### config.mk
export PLATFORM = sky130hd
export DESIGN_NAME = serial_logic16
export DESIGN_NICKNAME = d
export VERILOG_FILES = /design/src/rtl/serial_logic16.sv
export SDC_FILE = /design/constraint.sdc
export NUM_CORES = 1
export LEC_CHECK = 0
export BUFFER_PORTS_ARGS = -buffer_cell sky130_fd_sc_hd__buf_2
export CORE_MARGIN = 1
export CORE_UTILIZATION = 40
export CTS_BUF_LIST = sky130_fd_sc_hd__clkbuf_8
export DETAILED_ROUTE_END_ITERATION = 7
export PLACE_DENSITY = 0.68
export SYNTH_ARGS = -nofsm -noshare
export SYNTH_HDL_FRONTEND = slang
export SYNTH_SLANG_ARGS = --single-unit
### constraint.sdc
create_clock -name clk -period 2.15 [get_ports clk]
set_input_delay 0.43 -clock clk [delete_from_list [all_inputs] [get_ports clk]]
set_output_delay 0.43 -clock clk [all_outputs]
set_load 0.05 [all_outputs]
### src/rtl/serial_logic16.sv
// Bit-serial bitwise logic unit: evaluates AND/OR/NAND/XOR one bit per clock,
// LSB first, behind valid/ready handshakes on both operand and result sides.
module serial_logic16 #(
    parameter int WIDTH = 16,
    parameter int CW    = 5
) (
    input  logic             clk,
    input  logic             rst,
    input  logic             in_valid,
    output logic             in_ready,
    input  logic [WIDTH-1:0] a,
    input  logic [WIDTH-1:0] b,
    input  logic [1:0]       op,
    input  logic             abort,
    output logic             busy,
    output logic             out_valid,
    input  logic             out_ready,
    output logic [WIDTH-1:0] y
);

    typedef enum logic [1:0] {
        IDLE = 2'd0,
        BUSY = 2'd1,
        DONE = 2'd2
    } state_t;

    state_t           state;
    state_t           state_nx;
    logic [WIDTH-1:0] a_sh;
    logic [WIDTH-1:0] b_sh;
    logic [WIDTH-1:0] res_sh;
    logic [WIDTH-1:0] res_nx;
    logic [WIDTH-1:0] y_q;
    logic [1:0]       op_q;
    logic [CW-1:0]    cnt;
    logic             bit_f;
    logic             last;

    function automatic logic logic_bit(input logic [1:0] opc, input logic x, input logic z);
        logic r;
        case (opc)
            2'b00:   r = x & z;
            2'b01:   r = x | z;
            2'b10:   r = ~(x & z);
            default: r = x ^ z;
        endcase
        return r;
    endfunction

    assign bit_f  = logic_bit(op_q, a_sh[0], b_sh[0]);
    assign last   = (cnt == CW'(WIDTH - 1));
    // New bit enters at the MSB so that after WIDTH shifts bit 0 sits at the LSB.
    assign res_nx = {bit_f, {(WIDTH-1){1'b0}}} | (res_sh >> 1);

    always_ff @(posedge clk or posedge rst) begin
        if (rst) begin
            state <= IDLE;
        end else begin
            state <= state_nx;
        end
    end

    always_comb begin
        state_nx = state;
        case (state)
            IDLE: if (in_valid) state_nx = BUSY;
            BUSY: begin
                if (abort) begin
                    state_nx = IDLE;
                end else if (last) begin
                    state_nx = DONE;
                end
            end
            DONE: if (out_ready) state_nx = IDLE;
            default: state_nx = IDLE;
        endcase
    end

    always_ff @(posedge clk or posedge rst) begin
        if (rst) begin
            a_sh   <= '0;
            b_sh   <= '0;
            res_sh <= '0;
            y_q    <= '0;
            op_q   <= 2'b00;
            cnt    <= '0;
        end else if (state == IDLE && in_valid) begin
            a_sh   <= a;
            b_sh   <= b;
            op_q   <= op;
            res_sh <= '0;
            cnt    <= '0;
        end else if (state == BUSY && !abort) begin
            a_sh   <= a_sh >> 1;
            b_sh   <= b_sh >> 1;
            res_sh <= res_nx;
            cnt    <= cnt + CW'(1);
            if (last) begin
                y_q <= res_nx;
            end
        end
    end

    assign in_ready  = (state == IDLE);
    assign busy      = (state == BUSY);
    assign out_valid = (state == DONE);
    assign y         = y_q;

endmodule

-- Word level (Yosys, flattened, before mapping)
Index checks and enable logic that the tools add are counted.
- bits in registers: 73
- input port bits: 39
- output and inout port bits: 19
- word-level logic and storage cells: 44
- add/sub/neg operators: 1
- equal/unequal tests: 8
- muxes and demuxes: 14
- bitwise operators: 6
- reductions and logical operators: 8
- operators with widths (kind ; number):
    16-bit two-way mux ; 6
    16-bit by 15-bit bitwise OR with 16-bit output ; 1
    5-bit two-way mux ; 2
    2-bit two-way mux ; 4
    2-bit case mux with 3 select lines ; 1
    3-bit AND reduction ; 2
    5-bit by 1-bit adder with 5-bit output (second input constant) ; 1
    5-bit by 4-bit equality test with 1-bit output (second input constant) ; 1
    2-bit by 1-bit equality test with 1-bit output (second input constant) ; 2
    2-bit equality test (second input constant) ; 2
    2-bit zero test ; 2
    3-bit by 2-bit != test with 1-bit output (second input constant) ; 1
    1-bit case mux with 3 select lines ; 1
    1-bit logical AND ; 2
    2-bit by 1-bit != test with 1-bit output (second input constant) ; 1
    2-bit != test (second input constant) ; 1
    1-bit inverter ; 2
    2-bit nonzero test ; 1
    1-bit bitwise AND ; 1
    1-bit zero test ; 1
    1-bit bitwise OR ; 1
    1-bit bitwise XOR ; 1

-- Logic depth before layout (Yosys ltp)
Gate-level depths: netlist of run 1.
- depth after elaboration: 6
- depth in mapped cells: 8

-- Worst setup path before layout of run 1
OpenSTA, ideal clock, no wires.
- kind: register to register
- start point: register cnt[0]
- end point: register y_q[0] (netlist: y[0])
- data arrival time: 1.755 ns
- path slack: 0.268 ns
- stages on the path, launching flop included: 8
- path buffers: 2
- clock period less this slack: 1.882 ns
- cells stage by stage: dfrtp_1 ha_1 and3_1 ha_1 nand4bb_1 buf_2 buf_2 mux2_1
- word-level cells in the longest chain between the ends: 2
- ends and longest elaborated chain (what ; RTL line ; text):
    from (decl) ; 35 ; logic [CW-1:0] cnt;
    from (signal assigned) ; 97 ; cnt <= cnt + CW'(1);
    5-bit by 4-bit equality test with 1-bit output ; 51 ; assign last = (cnt == CW'(WIDTH - 1));
    3-bit AND reduction (no line) ; - ;
    to (signal assigned) ; 99 ; y_q <= res_nx;
    to (decl) ; 33 ; logic [WIDTH-1:0] y_q;
Every way passes these cells.
A chain may end at the register's enable or synchronous reset.

-- Final worst setup path of run 1
- start point: register state[1]
- end point: output port busy
- word-level cells in the longest chain between the ends: 1
- ends and longest elaborated chain (what ; RTL line ; text):
    from (decl) ; 27 ; state_t state;
    from (signal assigned) ; 59 ; state <= state_nx;
    2-bit by 1-bit equality test with 1-bit output ; 105 ; assign busy = (state == BUSY);
    to (decl) ; 15 ; output logic busy,
Every way passes these cells.

==> results.cfg, run 1 <==
[setup_path]
arrival_ns = 1.44
crit_type = reg2out
reg2reg_from = cnt[0]
cp_cell_sequence = buf_4 -> nor2b_1 -> buf_2
crit_path_end_kind = primary output
cp-start-kind = register
max_stage_delay_ns = 0.45
r2r-end = y[8]
worst-path-buf-inv = 2
cp_slowest_cell = dfrtp_1
ff2ff_setup_slack_ns = 0.33
critPathRequiredTime_ns = 1.72
r2r_cells = 6
cp_max_fo = 5
path_delay_family = buffers and inverters

[placed_design]
hpwl_microns = 3900
post-place-ws_ns = 0.329
dpl_cell_area_sq_um = 3410
portBuffers = 57
place_inst = 409
gp_congestion = 0.722

[sta]
relSlewSlack_pct = 74.2
fin_crit_ns = 1.87
tightest_slew_ns = 0.386
max_freq_mhz = 535
hold_viol = 0
setup_viol = 0
setup_slack_ns = 0.282
rsz0062_at_grt = no
fin_tns_setup_ns = 0
drv_slew = 0
fin_crit_sh_pct = 86.9
skew_ns = 0.00506
holdWs_ns = 0.166

[min_path]
hold_class = in2async

[final_layout]
layout_commonest_cell = dfrtp_1
fin_util_pct = 49.9
nets = 364
layout_common_cells = 72 x dfrtp_1, 57 x buf_2, 27 x nand2_1, 18 x nand3_1
drive_gt1_share_pct = 29.4
area_growth_pct = 20.6
fin_cells = 425
antenna_cells = 0
design_area_sq_um = 3600

[global_route]
grt_max_degree = 73
grt_pass1_vias = 2174
gr-usage-all-layers_pct = 17.9
grt-ovfl-total = 0
grt_pass1_wl_microns = 10400
antenna_found_initial = 0

[power_and_ir_drop]
pwr-share-seq_pct = 52.1
p_sw_share_pct = 28.8
p_leak_nw = 1.84
p_int_mw = 2.31
power_density_nw_per_um2 = 900
power.total_mw = 3.24
p_sw_mw = 0.934
pwr-share-comb_pct = 16.4
irDropWorstVdd_mv = 0.501
p_clk_share_pct = 31.5

[yosys]
syn_area_sq_um = 2990
syn_nets = 304
synth_top_cells_by_area = dfrtp_1 60%, a22o_1 5.0%, a22oi_1 4.3%
synth_top_area_cell = dfrtp_1
yosysWarnings = 0
syn_area_per_cell_sq_um = 11.4
synth.distinct_cells = 31
syn_inst = 261
yosysSeqAreaShare_pct = 60.4
synth_seq_cells = 72
synth_top_area_share_pct = 60.4

[floorplanning]
row_count = 31
coreArea_sq_um = 7210
die_h_microns = 88.4
initial_core_util_pct = 41.4
die_x_microns = 88.4
ioPinCount = 58
die_area_sq_um = 7810

[clock_tree]
post_cts_buffers = 0
cts.sinks = 72
clock_latency_ns = 0.34
hold_buffers = 0
cts_buffer_depth = 2
htree_levels = 3
cts.clk_slew.worst_paths_ns = 0.07
numCtsBuffers = 9
cts_resized = 0
cts-root-buf = clkbuf_8
cts_tree = built

[routing]
vias = 2192
first_pass_iters = 6
wl_per_cell_microns = 14.2
drtAntennaViolNets = 0
via_per_inst = 5.16
drc = 0
routed_wl_microns = 6050
drt_iter0_drc = 98

[run_status]
outcome = finished clean

[job]
maxCapViolCount = 0
[synth_stat cells]
| cell | instances |
|---|---|
| dfrtp_1 | 72 |
| nand2_1 | 27 |
| nand3_1 | 18 |
| a22o_1 | 17 |
| a22oi_1 | 17 |
| nor2_1 | 13 |
| buf_2 | 12 |
| o22ai_1 | 11 |
| a21oi_1 | 10 |
| inv_1 | 8 |
| mux2_2 | 8 |
| nor3_1 | 8 |
| mux2_1 | 7 |
| clkbuf_1 | 5 |
| ha_1 | 4 |
| o21ai_1 | 4 |
| o21ai_0 | 3 |
| nor3b_2 | 2 |
| or3_1 | 2 |
| or3b_1 | 2 |
| and3_1 | 1 |
| buf_1 | 1 |
| buf_6 | 1 |
| nand2b_1 | 1 |
| nand4bb_1 | 1 |
| nor2_2 | 1 |
| nor2b_1 | 1 |
| o211a_1 | 1 |
| o31ai_1 | 1 |
| o31ai_2 | 1 |
| xor2_1 | 1 |
[registers in the layout, summed over array words and instances, names as in the netlist]
signal and cells:
state 2, op_q 2, res_sh 15, b_sh 16
a_sh 16, y 16, cnt 5
[power groups by stage]
| stage | logic (mW) | registers (mW) | clock network, mW |
|---|---|---|---|
| 5_1_grt | 0.610 | 1.71 | 1.12 |
| 3_3_place_gp | 0.518 | 1.71 | 0 |
| 6_report | 0.532 | 1.69 | 1.02 |
| 3_5_place_dp | 0.538 | 1.71 | 0 |
| 4_1_cts | 0.539 | 1.69 | 1.06 |
| 2_1_floorplan | 0.399 | 1.67 | 0 |
[kinds of logic (layout without fill, tap and decap cells)]
logic type      count (synthesis)  after routing  synth area share, %
mux                            15             15                 5.66
xor+xnor                        1              1                0.293
simple gates                   77             77                 12.4
flops                          72             72                 60.4
fa+ha+maj                       4              4                 1.68
compound gates                 65             65                 15.4
buf+inv                        27             92                 4.15
[layout make-up]
type / count / area (sq um)
Timing Repair Buffer: 68 / 380
Sequential cell: 72 / 1800
Multi-Input combinational cell: 162 / 1070
Clock inverter: 7 / 63.8
Tap cell: 99 / 124
Fill cell: 707 / 3610
Clock buffer: 9 / 124
Inverter: 8 / 33.8
[how the worst max path moves through the flow]
| stage | start | end | slack (ns) | cells past startpoint |
|---|---|---|---|---|
| finish | state[1] | busy | 0.28 | 3 |
| detailed placement | cnt[0] | y[8] | 0.33 | 6 |
| global route | state[1] | busy | 0.20 | 3 |
| CTS | state[1] | busy | 0.26 | 3 |
| global placement | cnt[0] | y[10] | 0.37 | 6 |
| floorplan | cnt[0] | y[0] | 0.27 | 7 |
[routing by layer]
metal,share of wire [%],track usage [%]
met1,47,23.5
met5,0,0
met4,0.86,4.40
met2,47,27.4
met3,5.0,7.65
[worst reg2reg max path, cell delays in order, from the launching register on]
cell and delay (ns):
dfrtp_1 0.41, ha_1 0.21, and3_1 0.18, ha_1 0.19
nand4bb_1 0.09, buf_4 0.26, mux2_2 0.37
Note: power is estimated with default switching activity, not from simulation.
==> run 2: changes to the inputs <==
==> config.mk (replaced) <==
export PLATFORM = sky130hd
export DESIGN_NAME = serial_logic16
export DESIGN_NICKNAME = d
export VERILOG_FILES = /design/src/rtl/serial_logic16.sv
export SDC_FILE = /design/constraint.sdc
export NUM_CORES = 1
export LEC_CHECK = 0
export CORE_MARGIN = 1
export CORE_UTILIZATION = 40
export CTS_BUF_LIST = sky130_fd_sc_hd__clkbuf_8
export DETAILED_ROUTE_END_ITERATION = 7
export DONT_BUFFER_PORTS = 1
export PLACE_DENSITY = 0.61
export SYNTH_ARGS = -nofsm -noshare
export SYNTH_HDL_FRONTEND = slang
export SYNTH_SLANG_ARGS = --single-unit
==> run 2 against run 1 <==
  * Sequential power about the same
  * Combinational power down 7.7%
  * Sequential cell count unchanged
  * Clock power about the same
  * Hold slack worse by 0.15 ns
  * Largest power group unchanged
==> results.cfg, run 2 (synthesis results as in run 1) <==
[routing]
routed_wl_microns = 5960
vias = 2028
drtAntennaViolNets = 0
wl_per_cell_microns = 16.2
via_per_inst = 5.51
drt_iter0_drc = 90
first_pass_iters = 4
drc = 0

[placed_design]
portBuffers = 0
post-place-ws_ns = 0.329
gp_congestion = 0.705
hpwl_microns = 3840

[power_and_ir_drop]
pwr-share-comb_pct = 15.3
irDropWorstVdd_mv = 0.568
power_density_nw_per_um2 = 965
p_leak_nw = 1.60
p_sw_mw = 0.899
p_clk_share_pct = 32.1
p_sw_share_pct = 28.0
power.total_mw = 3.21
pwr-share-seq_pct = 52.6
p_int_mw = 2.31

[setup_path]
cp-start-kind = register
cp_max_fo = 18
reg2reg_from = cnt[0]
critPathLaunch = cnt[0]
r2r-end = y[10]
critPathRequiredTime_ns = 2.38
arrival_ns = 2.05
r2r_cells = 6
ff2ff_setup_slack_ns = 0.33
crit_type = reg2reg
crit_path_end_kind = register

[floorplanning]
row_count = 31
initial_core_util_pct = 41.4
ioPinCount = 58
die_h_microns = 88.4
die_area_sq_um = 7810
coreArea_sq_um = 7210
die_x_microns = 88.4

[clock_tree]
htree_levels = 3
cts.clk_slew.worst_paths_ns = 0.07
cts_resized = 0
post_cts_buffers = 0
numCtsBuffers = 9
cts.sinks = 72
cts_tree = built
cts_buffer_depth = 2
hold_buffers = 0
clock_latency_ns = 0.35
cts-root-buf = clkbuf_8

[sta]
drv_slew = 0
fin_tns_setup_ns = 0
tightest_slew_ns = 0.871
hold_viol = 0
fin_crit_ns = 1.82
setup_slack_ns = 0.332
holdWs_ns = 0.0180
fin_crit_sh_pct = 84.6
skew_ns = 0.00604
max_freq_mhz = 550
setup_viol = 0
rsz0062_at_grt = no
relSlewSlack_pct = 41.9

[global_route]
grt_max_degree = 36
gr-usage-all-layers_pct = 16.9
antenna_found_initial = 0
grt_pass1_vias = 2020
grt_pass1_wl_microns = 9890
grt-ovfl-total = 0

[run_status]
outcome = finished clean

[final_layout]
drive_gt1_share_pct = 14.5
nets = 308
antenna_cells = 0
area_growth_pct = 11.2
layout_commonest_cell = dfrtp_1
layout_common_cells = 72 x dfrtp_1, 27 x nand2_1, 18 x nand3_1, 17 x a22oi_1, 17 x a22o_1

[job]
maxCapViolCount = 0

[min_path]
hold_class = in2async
run 2: cell types whose count changed in the layout (fill, tap and decap cells not counted):
| cell | previous run | this run |
|---|---|---|
| buf_2 | 57 | 0 |
| clkinvlp_4 | 3 | 1 |
| buf_4 | 10 | 11 |
| clkbuf_8 | 9 | 10 |
run 2: area by class of cell:
cell class                      count  area (sq um)
Tap cell                           99           124
Multi-Input combinational cell    162          1070
Inverter                            8          33.8
Fill cell                         710          3890
Clock inverter                      5          48.8
Sequential cell                    72          1800
Timing Repair Buffer               12           103
Clock buffer                       10           138
run 2: critical path, stage by stage, from the launching register on:
cell and delay [ns]:
dfrtp_1 0.41, ha_1 0.22, and3_1 0.18, ha_1 0.19, nand4bb_1 0.09, buf_4 0.26, mux2_2 0.36
run 2: through the flow:
step	instances	util [%]	area, sq um
2_1_floorplan	261	-	2990
3_3_place_gp	353	43.4	3130
3_5_place_dp	353	43.4	3130
4_1_cts	368	46.0	3320
5_1_grt	368	46.0	3320
6_report	368	46.0	3320
run 2: layer usage:
metal	track usage [%]	wire length, microns
met4	4.69	74
met5	0	0
met3	7.93	429
met1	20.5	2640
met2	27.2	2820
run 2: worst max path at each step:
stage | depth (start not counted) | slack [ns] | to
floorplan | 7 | 0.27 | y[0]
finish | 6 | 0.33 | y[10]
detailed placement | 6 | 0.33 | y[7]
global route | 6 | 0.25 | y[12]
CTS | 6 | 0.32 | y[12]
global placement | 6 | 0.36 | y[10]
run 2: power by group through the flow:
stage | logic, mW | registers, mW | clock network [mW]
floorplan | 0.399 | 1.67 | 0
global placement | 0.484 | 1.71 | 0
detailed placement | 0.497 | 1.71 | 0
CTS | 0.500 | 1.69 | 1.06
global route | 0.568 | 1.71 | 1.12
finish | 0.491 | 1.69 | 1.03
==> run 3: changes to the inputs <==
==> constraint.sdc (replaced) <==
create_clock -name clk -period 1.6 [get_ports clk]
set_input_delay 0.32 -clock clk [delete_from_list [all_inputs] [get_ports clk]]
set_output_delay 0.32 -clock clk [all_outputs]
set_load 0.05 [all_outputs]
==> run 3 against run 2 <==
  * The flow now finishes with violations (negative setup slack)
  * First-iteration DRC count rose by 27%
  * Sequential share of layout area fell by 4.3 points
  * Sequential cell count unchanged
  * Die area did not move
  * Utilization increased by 4.0 points
  * Count of clock-buffer cells in the layout fell by 1
  * Critical path depth is the same
  * Global-route usage up 1.6 points
  * Cell area grew 8.8%
  * Critical endpoint is now y[7]
  * Highest routed layer unchanged
==> results.cfg, run 3 (synthesis results as in run 1) <==
[global_route]
antenna_found_initial = 0
grt_pass1_wl_microns = 10800
grt_pass1_vias = 2142
grt_max_degree = 44
grt-ovfl-total = 0
gr-usage-all-layers_pct = 18.5

[power_and_ir_drop]
p_int_mw = 3.29
power_density_nw_per_um2 = 1250
pwr-share-comb_pct = 16.4
p_sw_share_pct = 27.5
p_leak_nw = 1.72
p_sw_mw = 1.24
irDropWorstVdd_mv = 0.750
p_clk_share_pct = 33.6
pwr-share-seq_pct = 50.1

[placed_design]
gp_congestion = 0.688
portBuffers = 0
hpwl_microns = 3980
post-place-ws_ns = -0.0840
dpl_cell_area_sq_um = 3230

[final_layout]
drive_gt1_share_pct = 23.7
fin_util_pct = 50.1
layout_common_cells = 70 x dfrtp_1, 26 x nand2_1, 18 x nand3_1, 17 x a22oi_1, 17 x a22o_1
nets = 317
layout_commonest_cell = dfrtp_1
antenna_cells = 0
area_growth_pct = 21.0
design_area_sq_um = 3610

[setup_path]
crit_type = reg2reg
cp_num_cells = 6
ff2ff_setup_slack_ns = -0.06
critPathCapture = y[7]
cp_cell_sequence = ha_2 -> and3_4 -> ha_4 -> nand4bb_4 -> buf_12 -> mux2_2
max_stage_delay_ns = 0.39
critPathLaunch = cnt[1]
r2r_cells = 6
worst-path-buf-inv = 1
cp-start-kind = register
cp_slowest_cell = dfrtp_1
reg2reg_from = cnt[1]
cp_max_fo = 9
arrival_ns = 1.88
r2r-end = y[7]
path_delay_family = flip-flops
crit_path_end_kind = register
critPathRequiredTime_ns = 1.82

[run_status]
outcome = finished, violations left
violations = negative setup slack

[sta]
max_freq_mhz = 603
skew_ns = 0.0103
drv_slew = 0
tightest_slew_ns = 0.511
fin_crit_sh_pct = 104
setup_slack_ns = -0.0596
relSlewSlack_pct = 65.9
setup_viol = 15
hold_viol = 0
rsz0062_at_grt = yes
fin_crit_ns = 1.66
holdWs_ns = 0.0737

[min_path]
hold_class = in2reg

[routing]
wl_per_cell_microns = 17.1
vias = 2036
via_per_inst = 5.39
routed_wl_microns = 6470
first_pass_iters = 4
drc = 0
drtAntennaViolNets = 0
drt_iter0_drc = 114

[clock_tree]
numCtsBuffers = 9
cts.clk_slew.worst_paths_ns = 0.08
clock_latency_ns = 0.34
htree_levels = 3
cts.sinks = 72
cts_tree = built
cts_buffer_depth = 2
cts-root-buf = clkbuf_8

[floorplanning]
ioPinCount = 58
die_h_microns = 88.4
coreArea_sq_um = 7210
die_area_sq_um = 7810
die_x_microns = 88.4
row_count = 31
initial_core_util_pct = 41.4

[job]
maxCapViolCount = 0
## run 3: worst min-delay path by stage
stage                     slack, ns       from       end  cells after the start
after floorplan                0.43      op[0]   op_q[0]                      2
after global placement         0.27        rst  b_sh[15]                      2
after detailed placement       0.27        rst   a_sh[2]                      2
after CTS                      0.06  out_ready  state[1]                      1
after global routing           0.08  out_ready  state[1]                      1
final                          0.07  out_ready  state[1]                      1
## run 3: routing by layer
layer / global-route usage (%) / part of all wire [%]
met1: 22.8 / 44
met2: 29.9 / 48
met3: 7.18 / 6.9
met4: 5.87 / 1.2
met5: 0 / 0
## run 3: power groups by stage
stage / Sequential [mW] / Combinational [mW] / Clock (mW)
after floorplan: 2.25 / 0.538 / 0
after global placement: 2.29 / 0.703 / 0
after detailed placement: 2.29 / 0.725 / 0
after CTS: 2.26 / 0.741 / 1.58
after global routing: 2.31 / 0.847 / 1.66
final: 2.27 / 0.743 / 1.52
## run 3: what timing repair did
| action | in CTS | in global routing |
|---|---|---|
| hold buffers | 1 | 0 |
| endpoints found under the hold margin | 72 | 0 |
| resized for setup | 17 | 14 |
| cloned | 1 | 0 |
| setup buffers | 1 | 1 |
| endpoints found under the setup margin | 35 | 23 |
## run 3: final cells by class
class / instances / area [sq um]
fill: 665 / 3600
sequential: 72 / 1800
multi-input combinational: 162 / 1180
timing repair buffer: 21 / 254
clock buffer: 9 / 124
tap: 99 / 124
clock inverter: 7 / 88.8
inverter: 8 / 37.5
## run 3: through the flow
step                      setup TNS, ns  total power [mW]  cells
after detailed placement          -1.22              3.02    358
final                            -0.521              4.53    378
after global routing              -1.25              4.81    378
after CTS                        -0.693              4.59    377
after global placement           -0.558              2.99    358
after floorplan                  -0.570              2.79    261
